### src/rtl/vga_frame_monitor.sv
// vga_frame_monitor: per-frame checksum, pixel/line counting and geometry checks
// on a VGA pixel stream. Results of each closed frame are latched and held until
// the next close; frame_done pulses one cycle after the closing vs rising edge.
// Ports: clk/rst (sync, active-high); pix_en strobe, rdn active-low pixel valid,
//   r/g/b colour, hs/vs syncs; frame_done, frame_sum, pix_count, line_count,
//   frame_err, line_err, frame_cnt (wrapping count of closed frames).
// Optional feature: define VGA_MON_LINE_ERR_EN to enable the per-line length
//   check that drives line_err; otherwise line_err is tied to 0.
module vga_frame_monitor #(
  parameter int H_ACTIVE = 640,
  parameter int V_ACTIVE = 480,
  parameter int CW       = 4,
  parameter int SUM_W    = 32
) (
  input  logic                                     clk,
  input  logic                                     rst,
  input  logic                                     pix_en,
  input  logic                                     rdn,
  input  logic [CW-1:0]                            r,
  input  logic [CW-1:0]                            g,
  input  logic [CW-1:0]                            b,
  input  logic                                     hs,
  input  logic                                     vs,
  output logic                                     frame_done,
  output logic [SUM_W-1:0]                         frame_sum,
  output logic [$clog2(H_ACTIVE*V_ACTIVE+1)-1:0]   pix_count,
  output logic [$clog2(V_ACTIVE+1)-1:0]            line_count,
  output logic                                     frame_err,
  output logic                                     line_err,
  output logic [15:0]                              frame_cnt
);

  localparam int PW  = $clog2(H_ACTIVE*V_ACTIVE+1);
  localparam int LW  = $clog2(V_ACTIVE+1);
  localparam int LPW = $clog2(H_ACTIVE+1);

  localparam logic [PW-1:0] PIX_FULL  = PW'(H_ACTIVE*V_ACTIVE);
  localparam logic [LW-1:0] LINE_FULL = LW'(V_ACTIVE);
`ifdef VGA_MON_LINE_ERR_EN
  localparam logic [LPW-1:0] H_FULL   = LPW'(H_ACTIVE);
`endif

  typedef enum logic {IDLE, CAPTURE} state_t;

  state_t state_q, state_d;

  logic             vs_q, hs_q;
  logic             vs_rise, hs_rise;
  logic             accept, line_close, frame_close;

  // Running (in-progress frame) state.
  logic [SUM_W-1:0] sum_q;
  logic [PW-1:0]    pix_q;
  logic [LPW-1:0]   lpix_q;
  logic [LW-1:0]    line_q;

  // "After this cycle" views of the running state: the pixel of this cycle is
  // folded in first, then a line close, so a frame close sees both.
  logic [SUM_W-1:0] sum_a;
  logic [PW-1:0]    pix_a;
  logic [LPW-1:0]   lpix_a;
  logic [LW-1:0]    line_a;
  logic             frame_err_a;

`ifdef VGA_MON_LINE_ERR_EN
  logic             lerr_q;
  logic             lerr_a;
`endif

  assign vs_rise = vs & ~vs_q;
  assign hs_rise = hs & ~hs_q;

  always_comb begin
    state_d = state_q;
    if (state_q == IDLE && vs_rise) begin
      state_d = CAPTURE;
    end
  end

  always_comb begin
    accept      = (state_q == CAPTURE) && pix_en && !rdn;
    line_close  = (state_q == CAPTURE) && hs_rise;
    frame_close = (state_q == CAPTURE) && vs_rise;

    sum_a  = sum_q;
    pix_a  = pix_q;
    lpix_a = lpix_q;
    line_a = line_q;
`ifdef VGA_MON_LINE_ERR_EN
    lerr_a = lerr_q;
`endif

    if (accept) begin
      sum_a = {sum_q[SUM_W-2:0], sum_q[SUM_W-1]} ^ SUM_W'({r, g, b});
      if (pix_q != '1) begin
        pix_a = pix_q + PW'(1);
      end
      if (lpix_q != '1) begin
        lpix_a = lpix_q + LPW'(1);
      end
    end

    // Empty lines (blanking) are not counted and never flag a length error.
    if (line_close && lpix_a != '0) begin
      if (line_q != '1) begin
        line_a = line_q + LW'(1);
      end
`ifdef VGA_MON_LINE_ERR_EN
      if (lpix_a != H_FULL) begin
        lerr_a = 1'b1;
      end
`endif
    end

    frame_err_a = (pix_a != PIX_FULL) || (line_a != LINE_FULL);
  end

  always_ff @(posedge clk) begin
    if (rst) begin
      state_q    <= IDLE;
      vs_q       <= 1'b0;
      hs_q       <= 1'b0;
      sum_q      <= '0;
      pix_q      <= '0;
      lpix_q     <= '0;
      line_q     <= '0;
      frame_done <= 1'b0;
      frame_sum  <= '0;
      pix_count  <= '0;
      line_count <= '0;
      frame_err  <= 1'b0;
      line_err   <= 1'b0;
      frame_cnt  <= '0;
`ifdef VGA_MON_LINE_ERR_EN
      lerr_q     <= 1'b0;
`endif
    end else begin
      state_q    <= state_d;
      vs_q       <= vs;
      hs_q       <= hs;
      frame_done <= frame_close;

      if (frame_close) begin
        frame_sum  <= sum_a;
        pix_count  <= pix_a;
        line_count <= line_a;
        frame_err  <= frame_err_a;
        frame_cnt  <= frame_cnt + 16'd1;
        sum_q      <= '0;
        pix_q      <= '0;
        lpix_q     <= '0;
        line_q     <= '0;
`ifdef VGA_MON_LINE_ERR_EN
        line_err   <= lerr_a;
        lerr_q     <= 1'b0;
`else
        line_err   <= 1'b0;
`endif
      end else begin
        sum_q  <= sum_a;
        pix_q  <= pix_a;
        line_q <= line_a;
        lpix_q <= line_close ? '0 : lpix_a;
`ifdef VGA_MON_LINE_ERR_EN
        lerr_q <= lerr_a;
`endif
      end
    end
  end

endmodule
### config.mk
export PLATFORM = sky130hd
export DESIGN_NAME = vga_frame_monitor
export DESIGN_NICKNAME = d
export VERILOG_FILES = /design/src/rtl/vga_frame_monitor.sv
export SDC_FILE = /design/constraint.sdc
export NUM_CORES = 1
export LEC_CHECK = 0
export ABC_AREA = 1
export CAP_MARGIN = 40
export CORE_AREA = 2 2 145 147
export DETAILED_ROUTE_END_ITERATION = 12
export DIE_AREA = 0 0 147 149
export GPL_TIMING_DRIVEN = 0
export PLACE_DENSITY_LB_ADDON = 0.3
export SYNTH_ARGS = -nofsm -noshare
export SYNTH_HDL_FRONTEND = slang
export SYNTH_SLANG_ARGS = --single-unit
### constraint.sdc
create_clock -name clk -period 2.6 [get_ports clk]
set_input_delay 0.52 -clock clk [delete_from_list [all_inputs] [get_ports clk]]
set_output_delay 0.52 -clock clk [all_outputs]
set_load 0.01 [all_outputs]
# Yosys cells after proc, flatten, opt, wreduce, memory -nomap -nowiden

Index checks and enable logic that the tools add are counted.
W data, S select, Z words.

Mux-type cells: 7
Bitwise logic cells: 6
Reductions and logical operators: 11
Equality and inequality tests: 5
Add/subtract/negate cells: 4

Operators with widths:

| kind                    | count |
|---|---|
| $mux W19                | 2 |
| $ne A19 B19 Y1 const B  | 2 |
| $mux W32                | 1 |
| $xor A32 B12 Y32        | 1 |
| $mux W10                | 2 |
| $add A19 B1 Y19 const B | 1 |
| $mux W9                 | 2 |
| $ne A9 B9 Y1 const B    | 2 |
| $add A16 B1 Y16 const B | 1 |
| $add A10 B1 Y10 const B | 1 |
| $ne A10 B10 Y1 const B  | 1 |
| $reduce_bool A10 Y1     | 1 |
| $add A9 B1 Y9 const B   | 1 |
| $logic_and A1 B1 Y1     | 6 |
| $not A1 Y1              | 3 |
| $reduce_or A3 Y1        | 1 |
| $and A1 B1 Y1           | 2 |
| $reduce_or A2 Y1        | 1 |
| $logic_not A1 Y1        | 1 |
| $logic_or A1 B1 Y1      | 1 |

Input port bits: 18
Logic and storage cells: 46
Output and inout port bits: 79
Bits in registers: 151

# Depth between registers and ports, before layout

Gate-level depths: netlist of the first run.

Depth after elaboration: 8
Depth in mapped cells: 19
Gate-level depth less buffers: 19

# Worst setup path after synthesis of the first run

Ideal clock, no wire load.

Path kind: reg-to-reg
Start: reg pix_q[0]
End: reg frame_err
Setup time: 113 ps
Period minus slack after synthesis: 2057 ps
Arrival time: 1944 ps
Required time: 2487 ps
Path slack: 543 ps
Stages on the path, launching flop included: 19
Path buffers: 0
Cell sequence: dfxtp_1 -> ha_1 -> inv_1 -> nor2_1 -> nand2_1 -> nor2_4 -> nand3_2 -> nand2_2 -> nand2_1 -> nand2_1 -> nand2_1 -> nor2_1 -> nand3_1 -> nor2_1 -> nand3_1 -> nor2_1 -> nand3_1 -> nand2_1 -> nand2_1

Word-level cells in the longest chain between the ends: 5
Elaborated cells between the ends (all ways): 6
Those cells by class: 1 x add/sub; 2 x eq/ne; 2 x mux; 1 x reduce/logical

Ends and longest elaborated chain:

| element                                           | line   | RTL |
|---|---|---|
| start: declaration                                | 53     | `logic [PW-1:0] pix_q;` |
| start signal: assignment                          | 161    | `pix_q <= pix_a;` |
| $add A19 B1 Y19 or $ne A19 B19 Y1 (tied branches) | 96, 95 |  |
| $mux W19                                          | 95     | `if (pix_q != '1) begin` |
| $mux W19 *                                        | 93     | `if (accept) begin` |
| $ne A19 B19 Y1 *                                  | 115    | `frame_err_a = (pix_a != PIX_FULL) \|\| (line_a != LINE_FULL);` |
| $logic_or A1 B1 Y1 *                              | 115    |  |
| end signal: assignment                            | 147    | `frame_err <= frame_err_a;` |
| end: declaration                                  | 28     | `output logic frame_err,` |

Every way passes the cells marked *; elsewhere a longest branch is shown, timed or not.
A chain may end at the register's enable or synchronous reset.

# Worst setup path after layout of the first run

Start: in pix_en
End: reg frame_err

Word-level cells in the longest chain between the ends: 8
Elaborated cells between the ends (all ways): 10
Those cells by class: 2 x eq/ne; 3 x mux; 5 x reduce/logical

Ends and longest elaborated chain:

| element                             | line | RTL |
|---|---|---|
| start: declaration                  | 17   | `input logic pix_en,` |
| $logic_and A1 B1 Y1 * (2 in series) | 81   | `accept = (state_q == CAPTURE) && pix_en && !rdn;` |
| $mux W10                            | 93   |  |
| $reduce_bool A10 Y1                 | 104  | `if (line_close && lpix_a != '0) begin` |
| $logic_and A1 B1 Y1                 | 104  |  |
| $mux W9                             | 104  |  |
| $ne A9 B9 Y1                        | 115  |  |
| $logic_or A1 B1 Y1 *                | 115  |  |

Marks and branches as above.

==> flow_summary_export.csv, run 1 <==
group,metric,value,unit
worst_setup_path,end_kind,"register",
global_route,grt_max_degree,17,
worst_setup_path,cp.required,2920,ps
sta,slew_headroom,51.8,%
clock_tree,postCtsHoldBufs,0,
cells_and_area,final_common_cell,"nand2_1",
clock_tree,ctsResizeCount,3,
floorplan,die_h,149,µm
clock_tree,clockBufferDepth,2,
sta,tightest_slew,719,ps
sta,finClkSkew,14.7,ps
power_and_ir_drop,intPower,3.85,mW
power_and_ir_drop,p_comb_share,5.3,%
sta,fmax,0.399,GHz
floorplan,initial_core_util,31.9,%
hold_path,holdPathStages,2,
power_and_ir_drop,pwr-share-clk,48.3,%
sta,min_period,2510,ps
hold_path,hp-start,"pix_count[11]",
power_and_ir_drop,switchingPower,1.25,mW
clock_tree,cts_root_buffer,"clkbuf_16",
global_route,track_usage,15.5,%
cells_and_area,antenna_cells,0,
synth,ys.flop_type,"dfxtp_1",
synth,yosys_warnings,0,
sta,rsz0062_at_grt,"true",
cells_and_area,final_cell_mix,"nand2_1 (239), dfxtp_1 (149), nor2_1 (120), o21ai_0 (106), inv_1 (99)",
worst_setup_path,timing.rr.end,"frame_err",
floorplan,row_count,53,
synth,ys_types,41,
clock_tree,cts.clk_slew.worst_paths,60,ps
synth,syn_avg_cell_area,7.10,µm²
placed_design,io_buffers,94,
global_route,gr-total-overflow,0,
global_route,grt-busiest-layer,"met2",
worst_setup_path,slowest_stage,"clkdlybuf4s50_1",
worst_setup_path,cp.arrival,2830,ps
global_route,antenna_found_initial,0,
worst_setup_path,slowest_delay,470,ps
detailed_routing,wl_per_cell,12.6,µm
power_and_ir_drop,leakage,3.21,nW
worst_setup_path,rrSetupSlack,180,ps
sta,slew_viol_final,0,
detailed_routing,ant_nets,0,
cells_and_area,multiInputGateArea,3020,µm²
flow_run,maxCapViolCount,0,
power_and_ir_drop,power,5.10,mW
worst_setup_path,reg2reg_depth,18,
clock_tree,cts_buffers,17,
global_route,met1_usage,21.2,%
global_route,grtUsageMet2,24.1,%
worst_setup_path,cp_max_fo,10,
cells_and_area,syn_to_final_growth,29.1,%
power_and_ir_drop,ir_worst_vdd,380,µV
cells_and_area,layout-drive-gt1-share,8.00,%
worst_setup_path,cp_cell_sequence,"clkdlybuf4s50_1, nand2_2, nor2_8, inv_4, buf_2, nor4_2, nand2_1, nand2_1, nand2_1, nor2_1, nand3_1, nor2_1, nand3_1, nor2_1, nand3_1, nand2_1, nand2_1",
clock_tree,cts_tree,"done",
detailed_routing,num_vias,6040,
power_and_ir_drop,seqPwrFrac,46.4,%
synth,ys_seq_area_share,46.1,%
power_and_ir_drop,sw_frac_of_total,24.6,%
cells_and_area,seqCellArea,3030,µm²
sta,finalCritPeriodShare,96.5,%
floorplan,core_area,20600,µm²
clock_tree,clkSinkCount,151,
floorplan,die-area,21900,µm²
synth,syn_area,6560,µm²
hold_path,hold_class,"reg -> reg",
detailed_routing,drc,0,
worst_setup_path,rr_startpoint,"pix_q[0]",
run_status,status,"completed",
worst_setup_path,setup.worst_path.start_class,"primary input",
synth,ys_ff_latch,151,
hold_path,whs_endpoint,"pix_count[11]",
placed_design,placed_area,7850,µm²
floorplan,pin_count,97,
floorplan,die_w,147,µm
placed_design,dp_hpwl,11900,µm
sta,setup_viol,0,
power_and_ir_drop,p_per_area,602,nW/µm²
detailed_routing,drt_iter0_drc,423,
sta,hold_violations,0,
cells_and_area,nNetsFinal,1059,
clock_tree,cts_setup_buffers,0,
clock_tree,htreeDepth,4,
global_route,grt_pass1_vias,5448,
global_route,grt_use_met3,4.04,%
global_route,grt_pass1_wl,27200,µm
placed_design,gp_congestion,0.886,
synth,synth_edf_count,0,
synth,synthArstFlopShare,0,%
worst_setup_path,critPathKind,"in -> reg",
synth,synth_fp_nets,946,
detailed_routing,viasPerCell,4.56,
cells_and_area,design_area,8470,µm²
clock_tree,clkLatencyLatePin,430,ps
detailed_routing,dr.pass1.iters,5,
detailed_routing,wl,16700,µm
synth,synthCells,924,
worst_setup_path,worst_path_most_repeated_cell,"nand2_1",
cells_and_area,fillers,2130,
==> power by group through the flow <==
stage	Clock, mW	Sequential [mW]	Combinational [mW]
finish	2.46	2.37	0.270
global route	2.62	2.37	0.306
CTS	2.51	2.37	0.273
detailed placement	0	2.42	0.270
global placement	0	2.42	0.269
floorplan	0	2.42	0.158
==> cells in the mapped netlist (7+ instances only) <==
cell type | count | share of area (%)
a21oi_1 | 16 | 1.2
nor3_1 | 10 | 0.76
xor2_1 | 7 | 0.93
dfxtp_1 | 151 | 46
xnor2_1 | 14 | 1.9
nor2_1 | 121 | 6.9
nand4_1 | 13 | 1.2
nor2_2 | 7 | 0.67
o21ai_0 | 106 | 8.1
nand3_1 | 51 | 3.9
clkbuf_1 | 23 | 1.3
nand2_1 | 239 | 14
inv_2 | 8 | 0.46
inv_1 | 99 | 5.7
==> per-stage QoR <==
stage	worst slack, ps	setup TNS (ps)	hold WS, ps	utilization, %	cells
finish	91.8	0	456	41.2	1325
global route	-151	-151	466	41.2	1325
CTS	17.6	0	457	41.1	1325
detailed placement	-461	-8920	445	38.2	1293
global placement	-505	-7680	439	38.2	1293
floorplan	543	0	468	-	924
==> routing by layer <==
layer / routed length, µm / vias up
met5: 0 / -
met4: 181 / 0
met1: 8240 / 2754
met2: 7470 / 119
li1: - / 3151
met3: 796 / 16
==> registers in the layout, indices dropped and copies added (netlist names) <==
signal,flops
frame_err,1
pix_q,19
line_count,9
state_q,1
frame_cnt,16
frame_sum,32
frame_done,1
pix_count,19
sum_q,32
line_q,9
hs_q,1
lpix_q,10
vs_q,1
==> cell families (layout without fill, tap and decap cells) <==
group / count (synthesis) / in the layout / share of synthesized area [%]
xor+xnor: 21 / 21 / 2.80
compound gates: 132 / 132 / 10.3
fa+ha+maj: 4 / 4 / 0.763
buf+inv: 141 / 267 / 8.22
other cells: 1 / 1 / 0.0572
flops: 151 / 151 / 46.1
simple gates: 472 / 472 / 31.5
mux: 2 / 2 / 0.305
==> worst max path at each step <==
stage,from,end,slack [ps],cells past startpoint
final,pix_en,frame_err,90,17
after global routing,pix_en,frame_err,-150,17
after CTS,pix_q[0],frame_err,20,18
after detailed placement,pix_en,frame_err,-460,13
after global placement,pix_en,frame_err,-510,13
after floorplan,pix_q[0],frame_err,540,18
==> final cells by class <==
type,instances,share of cell area (%)
buffer,31,1.51
clock buffer,19,5.35
tap,275,4.06
sequential,151,35.8
multi-input combinational,632,35.7
timing repair buffer,94,11.1
clock inverter,13,1.63
inverter,110,4.90
==> critical path, delay by kind of cell <==
| family | cells | cell delay [ps] |
|---|---|---|
| simple gates | 14 | 1550 |
| buf+inv | 3 | 770 |
No activity file was read; power rests on OpenSTA's default activity.
==> run 2: changes to the inputs <==
- ABC_AREA: 1 -> unset
- CORE_AREA: 2 2 145 147 -> 2 2 142 144
- DIE_AREA: 0 0 147 149 -> 0 0 144 146
==> run 2 against run 1 <==
Net effect: the run now ends with setup timing left; wire length is 5.7% higher; worst hold slack gained 28 ps; non-clock buffer count increased by 53; clock power rose by 8.5%; synthesized cell count down 23%; synthesized area shrank 4.1%; critical endpoint unchanged; highest routed layer unchanged; first-iteration DRC count is 18% lower; count of clock-buffer cells in the layout unchanged.
==> flow_summary_export.csv, run 2 <==
group,metric,value,unit
clock_tree,clkLatencyLatePin,430,ps
worst_setup_path,timing.rr.end,"frame_err",
sta,setup_slack,-198,ps
hold_path,hp-start,"frame_sum[6]",
synth,synth.most_common_cell,"dfxtp_1",
floorplan,die_w,144,µm
cells_and_area,seqCellArea,3050,µm²
clock_tree,postCtsHoldBufs,0,
synth,synthMuxAreaShare,5.01,%
synth,synthAdderAreaFrac,0.796,%
cells_and_area,antenna_cells,0,
detailed_routing,wl,17600,µm
placed_design,dp_hpwl,12000,µm
synth,yosys.area_share.xor_xnor,5.57,%
sta,rsz0062_at_grt,"true",
worst_setup_path,end_kind,"register",
clock_tree,htreeDepth,4,
floorplan,die_h,146,µm
synth,ys.flop_type,"dfxtp_1",
floorplan,core_area,19300,µm²
global_route,antenna_found_initial,0,
synth,synth-simple-area-share,20.9,%
synth,ys_types,52,
clock_tree,clkSinkCount,151,
synth,synthArstFlopShare,0,%
power_and_ir_drop,leakage,3.00,nW
worst_setup_path,setup.worst_path.start_class,"register",
synth,syn_avg_cell_area,8.87,µm²
hold_path,whs_endpoint,"frame_sum[6]",
worst_setup_path,cp_max_fo,10,
clock_tree,cts_tree,"done",
synth,synth_area_leaders,"dfxtp_1 (48%), nor2_1 (8.7%), a211oi_1 (8.5%)",
synth,ys_ff_latch,151,
detailed_routing,dr.pass1.iters,5,
cells_and_area,fillers,1842,
cells_and_area,final_cell_mix,"nor2_1 (143), dfxtp_1 (137), clkdlybuf4s50_1 (93), a211oi_1 (68), a21oi_1 (38)",
sta,min_period,2800,ps
hold_path,holdPathStages,2,
synth,synth_compound_gate_area_share,15.9,%
synth,synthCells,709,
floorplan,initial_core_util,32.5,%
detailed_routing,num_vias,5539,
floorplan,row_count,51,
run_status,violations,"setup timing",
power_and_ir_drop,p_per_area,613,nW/µm²
sta,slew_headroom,56.0,%
global_route,grt_pass1_wl,28800,µm
synth,synth_top_family_by_area,"simple AND/OR/NAND/NOR gates",
placed_design,io_buffers,95,
worst_setup_path,critPathKind,"reg -> reg",
clock_tree,cts_root_buffer,"clkbuf_16",
cells_and_area,reg.largest.list,"frame_sum x32, sum_q x32",
run_status,status,"finished with violations",
cells_and_area,layout-drive-gt1-share,16.9,%
cells_and_area,multiInputGateArea,3350,µm²
cells_and_area,nNetsFinal,879,
worst_setup_path,crit_buf_inv,1,
flow_run,maxCapViolCount,0,
synth,synth_common_cells,"dfxtp_1 (151), nor2_1 (145), a211oi_1 (71)",
clock_tree,cts.clk_slew.worst_paths,60,ps
synth,synth_edf_count,0,
synth,yosysTopAreaCell,"dfxtp_1",
cells_and_area,final_common_cell,"nor2_1",
sta,slew_viol_final,0,
worst_setup_path,crit_family,"simple AND/OR/NAND/NOR gates",
floorplan,pin_count,97,
detailed_routing,drt_iter0_drc,345,
global_route,grt_pass1_vias,5415,
placed_design,gp_congestion,0.868,
cells_and_area,syn_to_final_growth,40.9,%
power_and_ir_drop,ir_worst_vdd,489,µV
floorplan,die-area,21000,µm²
cells_and_area,utilization,45.9,%
global_route,track_usage,17.5,%
detailed_routing,viasPerCell,4.88,
synth,syn_area,6290,µm²
clock_tree,clockBufferDepth,2,
worst_setup_path,rr_startpoint,"lpix_q[5]",
sta,fmax,0.357,GHz
sta,setup_viol,3,
synth,ys_seq_area_share,48.1,%
worst_setup_path,slowest_delay,580,ps
worst_setup_path,cp.required,2890,ps
worst_setup_path,cp.arrival,3090,ps
worst_setup_path,reg2reg_depth,10,
detailed_routing,ant_nets,0,
detailed_routing,drc,0,
sta,finClkSkew,5.76,ps
global_route,gr-total-overflow,0,
sta,tightest_slew,660,ps
worst_setup_path,cp_cell_sequence,"and4_1, a31oi_4, mux2i_2, nor4_4, buf_4, a21oi_2, a31oi_4, or4_4, nor4_4, a211oi_1",
worst_setup_path,slowest_stage,"or4_4",
global_route,grt_max_degree,17,
detailed_routing,wl_per_cell,15.5,µm
sta,hold_violations,0,
worst_setup_path,rrSetupSlack,-200,ps
synth,synth_fp_nets,731,
hold_path,hold_class,"reg -> reg",
synth,yosys_warnings,0,
sta,finalCritPeriodShare,108,%
clock_tree,cts_buffers,17,
synth,yosys.area.top_type_share,48.1,%
sta,timing.setup.tns,-344,ps
run 2: metrics by stage:
stage	instances	cell area [µm²]	hold WS [ps]	total power, mW	setup WS (ps)
5_1_grt	1135	8870	514	5.63	-313
3_5_place_dp	1069	7630	474	2.81	-989
3_3_place_gp	1069	7630	467	2.81	-1010
4_1_cts	1122	8650	489	5.47	-284
6_report	1135	8870	484	5.43	-198
2_1_floorplan	709	6350	456	2.63	-6.55
run 2: metal layers:
metal / GRT usage, % / vias up / wire length (µm)
met5: 0 / - / 0
met4: 6.18 / 0 / 310
met3: 5.43 / 25 / 915
met2: 27.3 / 133 / 8250
met1: 22.8 / 2570 / 8150
li1: - / 2811 / -
run 2: layout make-up:
cell class	instances	share of cell area, %
Clock inverter	13	2.17
Clock buffer	19	5.00
Tap cell	265	3.74
Multi-Input combinational cell	499	37.8
Buffer	46	2.46
Sequential cell	151	34.4
Timing Repair Buffer	132	14.1
Inverter	10	0.423
run 2: tightest hold or removal path: cells and delay by family (launching register included):
kind,cells,cell delay [ps]
flops,1,320
simple gates,1,70
compound gates,1,60
run 2: worst max path at each step:
stage               from       endpoint  slack (ps)  depth (start not counted)
2_1_floorplan        rdn      frame_err          -7                          9
3_3_place_gp      pix_en      frame_err       -1010                         10
3_5_place_dp         rdn      frame_err        -990                         10
4_1_cts          state_q      frame_err        -280                         10
5_1_grt        lpix_q[1]  line_count[3]        -310                         12
6_report       lpix_q[5]      frame_err        -200                         10
run 2: repair_timing:
action                                  4_1_cts  5_1_grt
endpoints found under the setup margin       36       31
setup buffers                                24       13
pin swaps                                    21       14
resized for setup                            54       33
run 2: cells by family (layout without fill, tap and decap cells):
| group | Yosys count | count (layout) |
|---|---|---|
| flops | 151 | 151 |
| fa+ha+maj | 4 | 4 |
| buf+inv | 59 | 220 |
| xor+xnor | 40 | 40 |
| mux | 31 | 31 |
| compound gates | 150 | 150 |
| simple gates | 273 | 273 |
| other cells | 1 | 1 |
run 2: where the power goes:
part | leakage [nW] | total, mW | internal (mW) | switching (mW)
logic | 1.47 | 0.375 | 0.167 | 0.208
registers | 1.23 | 2.39 | 2.36 | 0.0303
clock network | 0.305 | 2.67 | 1.64 | 1.02
total | 3.00 | 5.43 | 4.17 | 1.26
==> run 3: changes to the inputs <==
- CAP_MARGIN: 40 -> unset
- SLEW_MARGIN: unset -> 25
==> results of run 3 <==
No change in the layout: final DEF, timing and power equal those of run 2.
